`config.mk`:
```
export PLATFORM = sky130hd
export DESIGN_NAME = ps2_keycode_source_flat
export DESIGN_NICKNAME = d
export VERILOG_FILES = /design/src/rtl/ps2_pkg.sv /design/src/rtl/ps2_keycode_source_if.sv /design/src/rtl/ps2_rx_frame.sv /design/src/rtl/ps2_keycode_source.sv /design/src/flat_wrapper.sv
export SDC_FILE = /design/constraint.sdc
export NUM_CORES = 1
export LEC_CHECK = 0
export ABC_CLOCK_PERIOD_IN_PS = 4100
export BUFFER_PORTS_ARGS = -buffer_cell sky130_fd_sc_hd__buf_2
export CORE_AREA = 2 2 68 70
export CTS_CLUSTER_SIZE = 16
export DETAILED_ROUTE_END_ITERATION = 10
export DIE_AREA = 0 0 70 72
export MAX_ROUTING_LAYER = met4
export PLACE_DENSITY = 0.76
export SYNTH_ARGS = -nofsm -noshare
export SYNTH_HDL_FRONTEND = slang
export SYNTH_SLANG_ARGS = --single-unit
```
`constraint.sdc`:
```
create_clock -name Clk -period 4.1 [get_ports Clk]
set_clock_uncertainty 0.1 [all_clocks]
set_input_delay 0.205 -clock Clk [delete_from_list [all_inputs] [get_ports Clk]]
set_output_delay 0.205 -clock Clk [all_outputs]
set_load 0.05 [all_outputs]
```
`src/rtl/ps2_pkg.sv`:
```
// Shared types and constants for the PS/2 keycode source: FSM state enums,
// Set-2 scancodes, HID codes and the scancode-to-HID map functions.
package ps2_pkg;

   typedef enum logic [1:0] {FR_IDLE, FR_DATA, FR_PARITY, FR_STOP} frame_state_e;
   typedef enum logic [1:0] {DEC_NORM, DEC_BRK, DEC_EXT, DEC_EXT_BRK} dec_state_e;

   localparam logic [7:0] SC_W      = 8'h1D;
   localparam logic [7:0] SC_A      = 8'h1C;
   localparam logic [7:0] SC_S      = 8'h1B;
   localparam logic [7:0] SC_D      = 8'h23;
   localparam logic [7:0] SC_ENTER  = 8'h5A;
   localparam logic [7:0] SC_SPACE  = 8'h29;
   localparam logic [7:0] SC_Z      = 8'h1A;
   localparam logic [7:0] SC_X      = 8'h22;
   localparam logic [7:0] SC_UP     = 8'h75;
   localparam logic [7:0] SC_LEFT   = 8'h6B;
   localparam logic [7:0] SC_DOWN   = 8'h72;
   localparam logic [7:0] SC_RIGHT  = 8'h74;
   localparam logic [7:0] SC_BREAK  = 8'hF0;
   localparam logic [7:0] SC_EXT    = 8'hE0;

   localparam logic [7:0] KEY_NONE  = 8'd0;
   localparam logic [7:0] KEY_W     = 8'd26;
   localparam logic [7:0] KEY_A     = 8'd4;
   localparam logic [7:0] KEY_S     = 8'd22;
   localparam logic [7:0] KEY_D     = 8'd7;
   localparam logic [7:0] KEY_ENTER = 8'd40;
   localparam logic [7:0] KEY_SPACE = 8'd44;
   localparam logic [7:0] KEY_Z     = 8'd29;
   localparam logic [7:0] KEY_X     = 8'd27;

   // Plain (non-prefixed) scancode to HID; KEY_NONE for unmapped codes.
   function automatic logic [7:0] map_key(input logic [7:0] sc);
      case (sc)
         SC_W:     map_key = KEY_W;
         SC_A:     map_key = KEY_A;
         SC_S:     map_key = KEY_S;
         SC_D:     map_key = KEY_D;
         SC_ENTER: map_key = KEY_ENTER;
         SC_SPACE: map_key = KEY_SPACE;
         SC_Z:     map_key = KEY_Z;
         SC_X:     map_key = KEY_X;
         default:  map_key = KEY_NONE;
      endcase
   endfunction

   // E0-prefixed arrow scancode to HID; arrows alias W/A/S/D.
   function automatic logic [7:0] map_ext_key(input logic [7:0] sc);
      case (sc)
         SC_UP:    map_ext_key = KEY_W;
         SC_LEFT:  map_ext_key = KEY_A;
         SC_DOWN:  map_ext_key = KEY_S;
         SC_RIGHT: map_ext_key = KEY_D;
         default:  map_ext_key = KEY_NONE;
      endcase
   endfunction

endpackage

```
`src/rtl/ps2_keycode_source_if.sv`:
```
// Keycode bus between the PS/2 keycode source (master) and the game logic (slave).
interface ps2_keycode_source_if;
   logic [7:0] keycode;
   logic       key_valid;
   logic       frame_err;

   modport master (output keycode, key_valid, frame_err);
   modport slave  (input  keycode, key_valid, frame_err);
endinterface

```
`src/rtl/ps2_rx_frame.sv`:
```
// PS/2 frame receiver: line synchronisers, falling-edge detect on ps2_clk,
// 11-bit frame FSM with odd-parity/stop check and a mid-frame timeout.
module ps2_rx_frame
   import ps2_pkg::*;
#(
   parameter int unsigned TIMEOUT_CYCLES = 50000,
   parameter int unsigned SYNC_STAGES    = 2
) (
   input  logic       Clk,
   input  logic       Reset,
   input  logic       ps2_clk,
   input  logic       ps2_data,
   output logic [7:0] rx_byte,
   output logic       byte_done,
   output logic       frame_err
);

   localparam int unsigned CNT_W = (TIMEOUT_CYCLES > 2) ? $clog2(TIMEOUT_CYCLES) : 1;

   logic [SYNC_STAGES-1:0] clk_sync_q, clk_sync_d;
   logic [SYNC_STAGES-1:0] data_sync_q, data_sync_d;
   logic                   clk_prev_q, clk_prev_d;
   frame_state_e           state_q, state_d;
   logic [2:0]             bit_cnt_q, bit_cnt_d;
   logic [7:0]             shift_q, shift_d;
   logic                   parity_q, parity_d;
   logic [CNT_W-1:0]       tmo_cnt_q, tmo_cnt_d;
   logic                   byte_done_q, byte_done_d;
   logic                   frame_err_q, frame_err_d;
   logic                   fall_c;
   logic                   data_c;

   assign fall_c    = clk_prev_q & ~clk_sync_q[SYNC_STAGES-1];
   assign data_c    = data_sync_q[SYNC_STAGES-1];
   assign rx_byte   = shift_q;
   assign byte_done = byte_done_q;
   assign frame_err = frame_err_q;

   // Next-state: synchroniser shift, frame FSM, timeout counter.
   always_comb begin
      clk_sync_d  = {clk_sync_q[SYNC_STAGES-2:0], ps2_clk};
      data_sync_d = {data_sync_q[SYNC_STAGES-2:0], ps2_data};
      clk_prev_d  = clk_sync_q[SYNC_STAGES-1];
      state_d     = state_q;
      bit_cnt_d   = bit_cnt_q;
      shift_d     = shift_q;
      parity_d    = parity_q;
      tmo_cnt_d   = '0;
      byte_done_d = 1'b0;
      frame_err_d = 1'b0;

      if (state_q != FR_IDLE) begin
         tmo_cnt_d = fall_c ? '0 : tmo_cnt_q + CNT_W'(1);
      end

      case (state_q)
         FR_IDLE: begin
            if (fall_c && !data_c) begin
               state_d   = FR_DATA;
               bit_cnt_d = 3'd0;
            end
         end
         FR_DATA: begin
            if (fall_c) begin
               shift_d   = {data_c, shift_q[7:1]};
               bit_cnt_d = bit_cnt_q + 3'd1;
               if (bit_cnt_q == 3'd7) begin
                  state_d = FR_PARITY;
               end
            end
         end
         FR_PARITY: begin
            if (fall_c) begin
               parity_d = data_c;
               state_d  = FR_STOP;
            end
         end
         FR_STOP: begin
            if (fall_c) begin
               if (data_c && (^{shift_q, parity_q})) begin
                  byte_done_d = 1'b1;
               end else begin
                  frame_err_d = 1'b1;
               end
               state_d = FR_IDLE;
            end
         end
         default: state_d = FR_IDLE;
      endcase

      // A stalled keyboard clock abandons the frame.
      if ((state_q != FR_IDLE) && !fall_c && (tmo_cnt_q == CNT_W'(TIMEOUT_CYCLES - 1))) begin
         state_d     = FR_IDLE;
         tmo_cnt_d   = '0;
         frame_err_d = 1'b1;
         byte_done_d = 1'b0;
      end
   end

   // State register; idle-high lines reset to 1 so reset never fakes a falling edge.
   always_ff @(posedge Clk) begin
      if (Reset) begin
         clk_sync_q  <= '1;
         data_sync_q <= '1;
         clk_prev_q  <= 1'b1;
         state_q     <= FR_IDLE;
         bit_cnt_q   <= 3'd0;
         shift_q     <= 8'd0;
         parity_q    <= 1'b0;
         tmo_cnt_q   <= '0;
         byte_done_q <= 1'b0;
         frame_err_q <= 1'b0;
      end else begin
         clk_sync_q  <= clk_sync_d;
         data_sync_q <= data_sync_d;
         clk_prev_q  <= clk_prev_d;
         state_q     <= state_d;
         bit_cnt_q   <= bit_cnt_d;
         shift_q     <= shift_d;
         parity_q    <= parity_d;
         tmo_cnt_q   <= tmo_cnt_d;
         byte_done_q <= byte_done_d;
         frame_err_q <= frame_err_d;
      end
   end

endmodule

```
`src/rtl/ps2_keycode_source.sv`:
```
// PS/2 keycode source: turns Set-2 scancodes into held HID keycodes for the
// movement controller. Define PS2_ARROW_MAP_EN to map E0-prefixed arrow keys
// onto W/A/S/D; otherwise every E0-prefixed code is consumed and ignored.
module ps2_keycode_source
   import ps2_pkg::*;
#(
   parameter int unsigned TIMEOUT_CYCLES = 50000,
   parameter int unsigned SYNC_STAGES    = 2
) (
   input  logic                   Clk,
   input  logic                   Reset,
   input  logic                   ps2_clk,
   input  logic                   ps2_data,
   ps2_keycode_source_if.master   kc_if
);

   logic [7:0] rx_byte;
   logic       rx_byte_done;
   logic       rx_frame_err;
   dec_state_e dec_q, dec_d;
   logic [7:0] keycode_q, keycode_d;
   logic       key_valid_q, key_valid_d;
   logic [7:0] hid_c;
`ifdef PS2_ARROW_MAP_EN
   logic [7:0] ext_hid_c;
`endif

   ps2_rx_frame #(
      .TIMEOUT_CYCLES (TIMEOUT_CYCLES),
      .SYNC_STAGES    (SYNC_STAGES)
   ) u_rx (
      .Clk       (Clk),
      .Reset     (Reset),
      .ps2_clk   (ps2_clk),
      .ps2_data  (ps2_data),
      .rx_byte   (rx_byte),
      .byte_done (rx_byte_done),
      .frame_err (rx_frame_err)
   );

   assign kc_if.keycode   = keycode_q;
   assign kc_if.key_valid = key_valid_q;
   assign kc_if.frame_err = rx_frame_err;

   // Byte decoder: prefix tracking, make/break handling, last-pressed-wins hold.
   always_comb begin
      dec_d       = dec_q;
      keycode_d   = keycode_q;
      key_valid_d = 1'b0;
      hid_c       = map_key(rx_byte);
`ifdef PS2_ARROW_MAP_EN
      ext_hid_c   = map_ext_key(rx_byte);
`endif

      if (rx_byte_done) begin
         case (dec_q)
            DEC_NORM: begin
               if (rx_byte == SC_BREAK) begin
                  dec_d = DEC_BRK;
               end else if (rx_byte == SC_EXT) begin
                  dec_d = DEC_EXT;
               end else if (hid_c != KEY_NONE) begin
                  keycode_d   = hid_c;
                  key_valid_d = 1'b1;
               end
            end
            DEC_BRK: begin
               if ((hid_c != KEY_NONE) && (hid_c == keycode_q)) begin
                  keycode_d = KEY_NONE;
               end
               dec_d = DEC_NORM;
            end
            DEC_EXT: begin
               if (rx_byte == SC_BREAK) begin
                  dec_d = DEC_EXT_BRK;
               end else begin
`ifdef PS2_ARROW_MAP_EN
                  if (ext_hid_c != KEY_NONE) begin
                     keycode_d   = ext_hid_c;
                     key_valid_d = 1'b1;
                  end
`endif
                  dec_d = DEC_NORM;
               end
            end
            DEC_EXT_BRK: begin
`ifdef PS2_ARROW_MAP_EN
               if ((ext_hid_c != KEY_NONE) && (ext_hid_c == keycode_q)) begin
                  keycode_d = KEY_NONE;
               end
`endif
               dec_d = DEC_NORM;
            end
            default: dec_d = DEC_NORM;
         endcase
      end
   end

   // Decoder state and registered outputs.
   always_ff @(posedge Clk) begin
      if (Reset) begin
         dec_q       <= DEC_NORM;
         keycode_q   <= KEY_NONE;
         key_valid_q <= 1'b0;
      end else begin
         dec_q       <= dec_d;
         keycode_q   <= keycode_d;
         key_valid_q <= key_valid_d;
      end
   end

endmodule

```
`src/flat_wrapper.sv`:
```
// flat-port wrapper written by rule: the top's interface ports become plain ports
module ps2_keycode_source_flat import ps2_pkg::*;
#(
   parameter int unsigned TIMEOUT_CYCLES = 50000,
   parameter int unsigned SYNC_STAGES    = 2
)
  (Clk, Reset, ps2_clk, ps2_data, kc_if_keycode, kc_if_key_valid, kc_if_frame_err);
  ps2_keycode_source_if kc_if_i ();
  input  logic Clk;
  input  logic Reset;
  input  logic ps2_clk;
  input  logic ps2_data;
  output wire logic [$bits(kc_if_i.keycode)-1:0] kc_if_keycode;
  output wire logic [$bits(kc_if_i.key_valid)-1:0] kc_if_key_valid;
  output wire logic [$bits(kc_if_i.frame_err)-1:0] kc_if_frame_err;
  assign kc_if_keycode = kc_if_i.keycode;
  assign kc_if_key_valid = kc_if_i.key_valid;
  assign kc_if_frame_err = kc_if_i.frame_err;
  ps2_keycode_source #(.TIMEOUT_CYCLES(TIMEOUT_CYCLES), .SYNC_STAGES(SYNC_STAGES)) u_core (.Clk(Clk), .Reset(Reset), .ps2_clk(ps2_clk), .ps2_data(ps2_data), .kc_if(kc_if_i));
endmodule
```
==> qor.csv, run 1 <==
stage,metric,value,unit
outcome,status,completed,
die,start_util,57.7,%
detailed_routing,met1_length,2070,µm
clock_network,cts.sinks,46,
clock_network,clk_pin_slew,0.08,ns
critical_path,crit_buf_inv,0,
grt,first_global_vias,1794,
power,p_sw_share,26.9,%
critical_path,r2r_start,u_core.u_rx.rx_byte[4]$_SDFFE_PP0P_,
grt,track_usage,19.1,%
cells_and_area,final_util,61.0,%
grt,grt_max_degree,30,
die,die_x,70,µm
critical_path,crit_family,simple AND/OR/NAND/NOR gates,
power,clkPwrFrac,30.9,%
detailed_routing,highest_layer,met4,
synth,synth.avg_cell_area,8.31,µm²
place,place.gp.congestion,0.848,
place,place_inst,342,
power,p_leak,0.890,nW
clock_network,cts.path.max_buffers,2,
synth,synthTopCellsByCount,"dfxtp_1, nand2_1, nor2_1",
cells_and_area,nNetsFinal,310,
detailed_routing,drt_wl_total,4470,µm
timing,rsz0062_at_grt,false,
place,dp_hpwl,3210,µm
synth,synth_top_cell_area_share,37.4,%
detailed_routing,wl_per_cell,12.7,µm
synth,seq_area_frac_synth,37.4,%
clock_network,cts_buffers,5,
timing,fmax,403,MHz
detailed_routing,first_iter_violations,87,
clock_network,cts_tree,built,
synth,yosys.area.top_type,dfxtp_1,
synth,postSynthCellCount,296,
timing,slew-limit-headroom,64.5,%
critical_path,rrSetupSlack,1.62,ns
synth,syn_area,2460,µm²
timing,finalSetupTns,0,ns
timing,slew_viol_final,0,
detailed_routing,vias,2013,
critical_path,reg2reg_depth,6,
cells_and_area,synthToLayoutAreaGrowth,5.75,%
timing,tightest_slew,0.532,ns
min_path,hold_path.class,in -> reg,
power,intPower,0.609,mW
power,power_density,320,nW/µm²
power,power_frac_comb,12.7,%
die,dieArea,5040,µm²
synth,ys_dominant_reg_cell,dfxtp_1,
cells_and_area,n_antenna_cell,0,
critical_path,cp.required,4.17,ns
critical_path,crit_fanout,12,
critical_path,worstPathCellList,"nand4bb_4, or4b_4, a21o_1, a22o_1, nor4_4, o211ai_1",
synth,synth_area_leaders,"dfxtp_1, nand2_1, nand3_1",
power,pwr-share-seq,56.4,%
place,port_buffers,11,
synth,async_flop_share,0,%
critical_path,crit_slowest_cell,dfxtp_1,
clock_network,post_cts_buffers,0,
die,core_area,4260,µm²
critical_path,cp-start-kind,flip-flop,
grt,overflow,0,
min_path,min_from,Reset,
die,io_pins,14,
synth,ys_types,47,
timing,setup_violations,0,
timing,post-route-min-period,2.48,ns
synth,synth_edf_count,0,
clock_network,clkLatencyLatePin,0.29,ns
detailed_routing,ant_nets,0,
detailed_routing,route.met2.wl,2140,µm
grt,antenna_found_initial,0,
grt,grt_pass1_wl,7600,µm
min_path,hold_path_end,u_core.dec_q[1]$_SDFFE_PP0P_,
detailed_routing,vias_per_cell,5.74,
critical_path,timing.rr.end,u_core.kc_if.keycode[4]$_SDFFE_PP0P_,
critical_path,slowest_delay,0.57,ns
cells_and_area,stdcell_count,351,
min_path,min_delay_path_depth,2,
critical_path,critPathArrivalTime,2.56,ns
die,rows,24,
timing,hold_viol_final,0,
flow_run,drv_cap,0,
detailed_routing,firstDrtPassIters,4,
critical_path,cp-end-kind,flip-flop,
power,switching_power,0.224,mW
clock_network,htreeDepth,2,
clock_network,cts_root_buf,clkbuf_8,
power,ir_drop,263,µV
synth,synthMostInstantiatedCell,dfxtp_1,
detailed_routing,drc,0,
power,p_total,0.833,mW
detailed_routing,met3WireLength,171,µm
synth,yosys_warnings,0,
die,die_y,72,µm
timing,timing.final.crit_share,60.6,%
synth,ys_seq_elements,46,
critical_path,critPathKind,reg -> reg,
cells_and_area,drive_gt1_share,9.36,%
## routing by layer
layer / up-vias / GRT usage [%]
met5: - / -
met4: 0 / 7.48
met3: 10 / 4.86
met2: 40 / 32.6
met1: 933 / 21.7
li1: 1030 / -
## final cells by class
type | instances | area (µm²)
repair buffers | 14 | 82.6
well taps | 52 | 65.1
clock buffers | 6 | 72.6
fillers | 385 | 1660
clock inverters | 1 | 7.51
flip-flops and latches | 46 | 921
multi-input cells | 226 | 1430
inverters | 6 | 22.5
## power groups by stage
stage	clock network (mW)	registers [mW]	logic (mW)
after floorplan	0	0.488	0.0770
after global placement	0	0.479	0.103
after detailed placement	0	0.480	0.105
after CTS	0.267	0.469	0.107
after global routing	0.280	0.472	0.117
final	0.257	0.470	0.106
## state kept, by name, summed over array words and instances (netlist names)
signal                   cells
u_core.u_rx.clk_prev_q       1
u_core.kc_if.key_valid       1
u_core.u_rx.data_sync_q      2
u_core.u_rx.tmo_cnt_q       16
u_core.u_rx.rx_byte          8
u_core.u_rx.byte_done        1
u_core.dec_q                 2
u_core.kc_if.keycode         6
u_core.u_rx.state_q          2
u_core.u_rx.bit_cnt_q        3
u_core.u_rx.clk_sync_q       2
u_core.u_rx.parity_q         1
u_core.u_rx.frame_err        1
## worst max path at each step
| stage | to | start | cells past startpoint |
|---|---|---|---|
| 2_1_floorplan | u_core.kc_if.keycode[3]$_SDFFE_PP0P_ | u_core.u_rx.rx_byte[7]$_SDFFE_PP0P_ | 7 |
| 3_3_place_gp | u_core.kc_if.keycode[3]$_SDFFE_PP0P_ | u_core.u_rx.rx_byte[4]$_SDFFE_PP0P_ | 6 |
| 3_5_place_dp | u_core.kc_if.keycode[0]$_SDFFE_PP0P_ | u_core.u_rx.rx_byte[4]$_SDFFE_PP0P_ | 6 |
| 4_1_cts | u_core.kc_if.keycode[1]$_SDFFE_PP0P_ | u_core.u_rx.rx_byte[4]$_SDFFE_PP0P_ | 6 |
| 5_1_grt | u_core.kc_if.keycode[1]$_SDFFE_PP0P_ | u_core.u_rx.rx_byte[4]$_SDFFE_PP0P_ | 6 |
| 6_report | u_core.kc_if.keycode[4]$_SDFFE_PP0P_ | u_core.u_rx.rx_byte[4]$_SDFFE_PP0P_ | 6 |
## stage by stage
stage	hold slack [ns]	instance area, µm²	worst slack, ns
2_1_floorplan	0.209	2460	1.83
3_3_place_gp	0.289	2500	1.65
3_5_place_dp	0.292	2500	1.61
4_1_cts	0.240	2600	1.60
5_1_grt	0.292	2600	1.40
6_report	0.247	2600	1.62
## cell usage in the layout, fill, tap and decap left out, types with 3 or more instances in the layout
cell type | netlist | final
dfxtp_1 | 46 | 46
nand2_1 | 33 | 33
nor2_1 | 29 | 29
nand3_1 | 23 | 23
a21oi_1 | 19 | 19
o21ai_0 | 13 | 13
xnor2_1 | 13 | 13
buf_2 | 3 | 11
xor2_1 | 9 | 9
nand2b_1 | 7 | 7
ha_1 | 7 | 7
inv_1 | 6 | 6
nand3b_1 | 6 | 6
or2_2 | 6 | 6
nor2b_1 | 5 | 5
a211oi_1 | 5 | 5
clkbuf_8 | 0 | 5
and3_1 | 4 | 4
nor3_1 | 4 | 4
a22oi_1 | 4 | 4
nor3b_1 | 3 | 3
or3_1 | 3 | 3
nor4b_1 | 3 | 3
## logic make-up after synthesis
family | share of synthesized area (%)
buf+inv | 4.58
compound gates | 11.5
fa+ha+maj | 3.56
xor+xnor | 8.75
other cells | 0.152
flops | 37.4
simple gates | 33.2
mux | 0.814
## repair_timing
item,CTS,global route
gates resized for setup,0,0
hold buffers,2,0
endpoints found under the hold margin,2,0
Power figures use the tool's default switching activity.
==> inputs of run 2 (changes only) <==
--- a/config.mk
+++ b/config.mk
@@ -5,14 +5,14 @@
 export SDC_FILE = /design/constraint.sdc
 export NUM_CORES = 1
 export LEC_CHECK = 0
-export ABC_CLOCK_PERIOD_IN_PS = 4100
+export ABC_CLOCK_PERIOD_IN_PS = 2090
 export BUFFER_PORTS_ARGS = -buffer_cell sky130_fd_sc_hd__buf_2
-export CORE_AREA = 2 2 68 70
+export CORE_AREA = 2 2 71 73
 export CTS_CLUSTER_SIZE = 16
 export DETAILED_ROUTE_END_ITERATION = 10
-export DIE_AREA = 0 0 70 72
+export DIE_AREA = 0 0 73 75
 export MAX_ROUTING_LAYER = met4
-export PLACE_DENSITY = 0.76
+export PLACE_DENSITY = 0.73
 export SYNTH_ARGS = -nofsm -noshare
 export SYNTH_HDL_FRONTEND = slang
 export SYNTH_SLANG_ARGS = --single-unit
==> constraint.sdc (replaced) <==
create_clock -name Clk -period 2.09 [get_ports Clk]
set_clock_uncertainty 0.1 [all_clocks]
set_input_delay 0.1045 -clock Clk [delete_from_list [all_inputs] [get_ports Clk]]
set_output_delay 0.1045 -clock Clk [all_outputs]
set_load 0.05 [all_outputs]
==> run 2 against run 1 <==
  * Die area is 8.6% higher
  * Sequential share of layout area down 4.1 points
  * Sequential power increased by 96%
  * Largest power group unchanged
  * Routed wire length up 14%
  * The flow now finishes with violations (setup timing)
  * Highest routed layer unchanged
  * Total power up 110%
  * Largest cell class unchanged
  * Flip-flop and latch count did not move
==> qor.csv, run 2 (synthesis results as in run 1) <==
stage,metric,value,unit,change
outcome,status,"complete, but fails checks",,
outcome,violations,setup timing,,
place,pre_cts_slack,-0.135,ns,-1.74 ns
cells_and_area,largest_register_ffs,16,,unchanged
cells_and_area,final_area,2950,µm²,+13%
critical_path,crit_slowest_cell,or4_4,,
power,p_total,1.72,mW,+110%
power,ir_drop,558,µV,+110%
clock_network,htreeDepth,2,,unchanged
place,dp_hpwl,3630,µm,+13%
detailed_routing,drt_wl_total,5090,µm,+14%
timing,fmax,452,MHz,+12%
cells_and_area,layout_commonest_cell,dfxtp_1,,
detailed_routing,wl_per_cell,13.2,µm,+3.4%
critical_path,cp.required,2.18,ns,-1.99 ns
timing,hold_viol_final,0,,unchanged
die,die_x,73,µm,+4.3%
critical_path,slowest_delay,0.53,ns,-0.04 ns
grt,overflow,0,,unchanged
critical_path,crit_family,simple AND/OR/NAND/NOR gates,,
grt,track_usage,20.1,%,+1.0 points
clock_network,cts_tree,built,,
place,placed_area,2730,µm²,+9.3%
power,switching_power,0.470,mW,+110%
timing,timing.final.crit_share,106,%,+45 points
cells_and_area,synthToLayoutAreaGrowth,19.9,%,
cells_and_area,n_antenna_cell,0,,unchanged
critical_path,cp-start-kind,flip-flop,,
critical_path,cp-end-kind,flip-flop,,
die,dieArea,5480,µm²,+8.6%
die,core_area,4660,µm²,+9.3%
power,pwr-share-seq,53.5,%,-2.9 points
critical_path,critPathArrivalTime,2.30,ns,-0.26 ns
clock_network,cts_root_buf,clkbuf_8,,
critical_path,rrSetupSlack,-0.12,ns,-1.74 ns
die,die_y,75,µm,+4.2%
timing,setup_slack,-0.123,ns,-1.74 ns
power,clkPwrFrac,33.2,%,+2.3 points
critical_path,worstPathCellList,"nand4bb_4, or4_4, a21oi_2, o32ai_2, nor4_4, buf_4, o211ai_1",,
place,place.gp.congestion,0.928,,+9.3%
detailed_routing,drc,0,,unchanged
grt,first_global_vias,1917,,+6.9%
power,power_frac_comb,13.2,%,+0.5 points
timing,slew_viol_final,0,,unchanged
clock_network,cts.path.max_buffers,2,,unchanged
timing,setup_violations,6,,+6
critical_path,crit_buf_inv,1,,+1
die,start_util,52.8,%,-4.9 points
place,port_buffers,11,,unchanged
cells_and_area,nNetsFinal,343,,+11%
die,rows,25,,+4.2%
flow_run,drv_cap,0,,unchanged
power,power_density,584,nW/µm²,+82%
timing,rsz0062_at_grt,true,,
grt,grt_max_degree,30,,unchanged
timing,post-route-min-period,2.21,ns,-0.271 ns
die,io_pins,14,,unchanged
power,p_sw_share,27.3,%,+0.36 points
min_path,hold_path.class,in -> reg,,
timing,finalSetupTns,-0.504,ns,-0.504 ns
cells_and_area,drive_gt1_share,23.4,%,+14 points
clock_network,cts.sinks,46,,unchanged
cells_and_area,mostFrequentLayoutCells,"dfxtp_1, nand2_1, buf_4",,
critical_path,crit_fanout,5,,-7
clock_network,cts_buffers,5,,unchanged
critical_path,critPathKind,reg -> reg,,
timing,hold_ws,0.147,ns,-0.0997 ns
cells_and_area,stdcell_count,387,,+10%
cells_and_area,top_register,u_core.u_rx.tmo_cnt_q,,
cells_and_area,final_util,63.3,%,+2.3 points
detailed_routing,vias,2151,,+6.9%
power,intPower,1.25,mW,+110%
clock_network,clkLatencyLatePin,0.30,ns,about the same
place,place_inst,374,,+9.4%
detailed_routing,firstDrtPassIters,4,,unchanged
detailed_routing,vias_per_cell,5.56,,-3.1%
clock_network,clk_pin_slew,0.09,ns,about the same
detailed_routing,ant_nets,0,,unchanged
power,p_leak,1.10,nW,+23%
grt,grt_pass1_wl,8450,µm,+11%
grt,antenna_found_initial,0,,unchanged
detailed_routing,first_iter_violations,100,,+15%
run 2: cell types whose count changed in the layout (fill, tap and decap cells not counted), sizes merged:
cell,delta
clkbuf,+1
buf,+33
inv,+1
clkinvlp,-1
run 2: what timing repair did:
action                     in CTS  in global routing
setup endpoints to repair       6                 22
pin swaps                       2                  2
hold buffers                    2                  0
gates resized for setup        12                  8
gates cloned                    0                  0
buffers inserted                4                  0
hold endpoints to repair        2                  0
run 2: worst paths after layout:
path,from,to,depth (start not counted)
worst max-delay path,u_core.u_rx.rx_byte[7]$_SDFFE_PP0P_,u_core.kc_if.keycode[3]$_SDFFE_PP0P_,7
worst min-delay path,Reset,u_core.dec_q[1]$_SDFFE_PP0P_,2
worst max register to register,u_core.u_rx.rx_byte[7]$_SDFFE_PP0P_,u_core.kc_if.keycode[3]$_SDFFE_PP0P_,7
worst min register to register,u_core.u_rx.data_sync_q[0]$_SDFF_PP1_,u_core.u_rx.data_sync_q[1]$_SDFF_PP1_,1
run 2: layout make-up:
cell class	count	area (µm²)
fill	387	1710
multi-input combinational	226	1510
sequential	46	925
timing repair buffer	47	334
clock buffer	7	86.3
tap	54	67.6
inverter	6	22.5
clock inverter	1	8.76
run 2: power groups by stage:
stage                     Sequential [mW]  Combinational (mW)  Clock [mW]
after floorplan                     0.958               0.151           0
after global placement              0.941               0.214           0
after detailed placement            0.942               0.219           0
after CTS                           0.922               0.224       0.589
after global routing                0.925               0.248       0.617
final                               0.922               0.227       0.572
run 2: worst register-to-register path: stages (launching register included):
cell	delay, ns
dfxtp_2	0.35
nand4bb_4	0.27
or4_4	0.53
a21oi_2	0.16
o32ai_2	0.10
nor4_4	0.34
buf_4	0.17
o211ai_1	0.09
run 2: per-layer routing:
metal | vias up | GRT usage, % | part of all wire, %
met4 | 0 | 7.41 | 1.1
met3 | 6 | 4.02 | 3.5
li1 | 1102 | - | -
met2 | 41 | 33.2 | 48
met5 | - | - | 0
met1 | 1002 | 24.4 | 47
==> inputs of run 3 (changes only) <==
--- a/config.mk
+++ b/config.mk
@@ -5,14 +5,14 @@
 export SDC_FILE = /design/constraint.sdc
 export NUM_CORES = 1
 export LEC_CHECK = 0
-export ABC_CLOCK_PERIOD_IN_PS = 2090
+export ABC_CLOCK_PERIOD_IN_PS = 2500
 export BUFFER_PORTS_ARGS = -buffer_cell sky130_fd_sc_hd__buf_2
-export CORE_AREA = 2 2 71 73
+export CORE_AREA = 2 2 68 70
 export CTS_CLUSTER_SIZE = 16
 export DETAILED_ROUTE_END_ITERATION = 10
-export DIE_AREA = 0 0 73 75
+export DIE_AREA = 0 0 70 72
 export MAX_ROUTING_LAYER = met4
-export PLACE_DENSITY = 0.73
+export PLACE_DENSITY = 0.76
 export SYNTH_ARGS = -nofsm -noshare
 export SYNTH_HDL_FRONTEND = slang
 export SYNTH_SLANG_ARGS = --single-unit
==> constraint.sdc (replaced) <==
create_clock -name Clk -period 2.5 [get_ports Clk]
set_clock_uncertainty 0.1 [all_clocks]
set_input_delay 0.125 -clock Clk [delete_from_list [all_inputs] [get_ports Clk]]
set_output_delay 0.125 -clock Clk [all_outputs]
set_load 0.05 [all_outputs]
==> run 3 against run 2 <==
  * The flow now finishes without violations
  * Worst setup slack better by 0.31 ns
  * Global-route usage is 0.080 points higher
  * Sequential share of layout area is 2.7 points higher
  * Clock power is 18% lower
  * Critical path type unchanged
  * Largest cell class unchanged
  * Largest power group unchanged
==> qor.csv, run 3 (synthesis results as in run 1) <==
stage,metric,value,unit,change
outcome,status,completed,,
critical_path,crit_fanout,8,,+3
grt,grt_pass1_wl,8240,µm,-2.5%
detailed_routing,vias_per_cell,5.73,,+3.1%
cells_and_area,largest_register_ffs,16,,unchanged
grt,antenna_found_initial,0,,unchanged
cells_and_area,drive_gt1_share,13.5,%,-9.9 points
power,power_frac_comb,12.6,%,-0.6 points
grt,track_usage,20.2,%,+0.080 points
clock_network,clkLatencyLatePin,0.29,ns,about the same
timing,setup_violations,0,,-6
place,dp_hpwl,3330,µm,-8.1%
critical_path,r2r_start,u_core.u_rx.rx_byte[1]$_SDFFE_PP0P_,,
critical_path,startpoint,u_core.u_rx.rx_byte[1]$_SDFFE_PP0P_,,
timing,setup_slack,0.189,ns,+0.311 ns
place,port_buffers,11,,unchanged
detailed_routing,met3WireLength,158,µm,-12%
detailed_routing,first_iter_violations,84,,-16%
min_path,hold_path.class,in -> reg,,
grt,grt_max_degree,30,,unchanged
die,die_x,70,µm,-4.1%
die,io_pins,14,,unchanged
timing,timing.final.crit_share,92.5,%,-13 points
timing,tightest_slew,0.518,ns,
timing,fmax,433,MHz,-4.3%
clock_network,cts.path.max_buffers,2,,unchanged
detailed_routing,route.met2.wl,2190,µm,-11%
detailed_routing,ant_nets,0,,unchanged
power,power_density,524,nW/µm²,-10%
clock_network,htreeDepth,2,,unchanged
clock_network,clk_pin_slew,0.08,ns,about the same
detailed_routing,drt_wl_total,4620,µm,-9.3%
clock_network,cts.sinks,46,,unchanged
critical_path,reg2reg_depth,6,,-1
critical_path,critPathArrivalTime,2.38,ns,+0.08 ns
clock_network,post_cts_buffers,0,,-4
cells_and_area,synthToLayoutAreaGrowth,9.97,%,
critical_path,cp-end-kind,flip-flop,,
cells_and_area,n_antenna_cell,0,,unchanged
power,clkPwrFrac,33.1,%,about the same
timing,rsz0062_at_grt,false,,
critical_path,rrSetupSlack,0.19,ns,+0.31 ns
timing,slew-limit-headroom,65.0,%,
power,pwr-share-seq,54.3,%,+0.8 points
critical_path,endpoint,u_core.kc_if.keycode[1]$_SDFFE_PP0P_,,
detailed_routing,wl_per_cell,12.7,µm,-3.3%
cells_and_area,nNetsFinal,321,,-6.4%
timing,post-route-min-period,2.31,ns,+0.0989 ns
critical_path,critPathKind,reg -> reg,,
grt,overflow,0,,unchanged
clock_network,cts_root_buf,clkbuf_8,,
detailed_routing,drc,0,,unchanged
die,rows,24,,-4.0%
critical_path,cp-start-kind,flip-flop,,
cells_and_area,layout_commonest_cell,dfxtp_1,,
timing,finalSetupTns,0,ns,+0.504 ns
die,core_area,4260,µm²,-8.5%
critical_path,cp.required,2.57,ns,+0.39 ns
timing,slew_viol_final,0,,unchanged
place,place.gp.congestion,0.865,,-6.8%
grt,first_global_vias,1941,,+1.3%
power,p_sw_share,26.7,%,-0.60 points
die,dieArea,5040,µm²,-7.9%
detailed_routing,firstDrtPassIters,4,,unchanged
cells_and_area,mostFrequentLayoutCells,"dfxtp_1, nand2_1, nor2_1",,
clock_network,cts_tree,built,,
critical_path,timing.rr.end,u_core.kc_if.keycode[1]$_SDFFE_PP0P_,,
detailed_routing,highest_layer,met4,,
cells_and_area,top_register,u_core.u_rx.tmo_cnt_q,,
power,intPower,1.04,mW,-17%
place,pre_cts_slack,0.0940,ns,+0.228 ns
power,ir_drop,502,µV,-10%
die,start_util,57.7,%,+4.9 points
timing,hold_viol_final,0,,unchanged
die,die_y,72,µm,-4.0%
detailed_routing,vias,2081,,-3.3%
flow_run,drv_cap,0,,unchanged
clock_network,cts_buffers,5,,unchanged
detailed_routing,met1_length,2200,µm,-8.4%
power,switching_power,0.378,mW,-20%
power,p_leak,0.959,nW,-13%
run 3: cell count changes in the layout (fill, tap and decap cells not counted), moves of 2 or more:
cell      change
o21ai_0       +3
a211oi_1      +2
buf_4        -21
o21ai_2       -2
a211oi_2      -2
dfxtp_1       +2
dfxtp_2       -2
run 3: layout make-up:
class / instances / area, µm²
Clock buffer: 7 / 86.3
Clock inverter: 1 / 8.76
Fill cell: 377 / 1560
Inverter: 6 / 22.5
Multi-Input combinational cell: 226 / 1440
Sequential cell: 46 / 922
Tap cell: 52 / 65.1
Timing Repair Buffer: 25 / 165
run 3: layer usage:
layer	GRT usage (%)	vias to the layer above
met5	-	-
met4	5.98	0
met3	4.03	9
met2	34.4	40
met1	24.5	973
li1	-	1059
run 3: timing repair:
action,4_1_cts,5_1_grt
hold endpoints to repair,2,0
setup endpoints to repair,0,6
gates resized for setup,0,2
hold buffers,2,0
run 3: power by group through the flow:
| stage | clock network, mW | registers [mW] | logic (mW) |
|---|---|---|---|
| 2_1_floorplan | 0 | 0.801 | 0.126 |
| 3_3_place_gp | 0 | 0.786 | 0.174 |
| 3_5_place_dp | 0 | 0.787 | 0.177 |
| 4_1_cts | 0.484 | 0.770 | 0.180 |
| 5_1_grt | 0.507 | 0.773 | 0.199 |
| 6_report | 0.469 | 0.769 | 0.179 |
run 3: critical path, cell delays in order (launching register included):
cell and delay (ns):
dfxtp_1 0.45, xnor2_1 0.13, or4b_4 0.54, a21o_1 0.19, a22o_1 0.23, nor4_4 0.40
o21ai_0 0.15
run 3: through the flow:
step,instance area (µm²),power [mW],hold slack [ns],std cells,utilization (%)
detailed placement,2580,0.964,0.212,353,60.6
floorplan,2460,0.927,0.129,297,-
finish,2710,1.42,0.179,363,63.4
global placement,2580,0.960,0.209,353,60.6
CTS,2700,1.43,0.176,363,63.3
global route,2710,1.48,0.239,363,63.4
run 3: worst min path at each step:
stage	from	endpoint	slack [ns]	depth (start not counted)
finish	Reset	u_core.dec_q[1]$_SDFFE_PP0P_	0.18	2
detailed placement	ps2_clk	u_core.u_rx.clk_sync_q[0]$_SDFF_PP1_	0.21	2
CTS	Reset	u_core.dec_q[1]$_SDFFE_PP0P_	0.18	2
floorplan	ps2_clk	u_core.u_rx.clk_sync_q[0]$_SDFF_PP1_	0.13	1
global route	Reset	u_core.u_rx.rx_byte[3]$_SDFFE_PP0P_	0.24	2
global placement	ps2_data	u_core.u_rx.data_sync_q[0]$_SDFF_PP1_	0.21	2
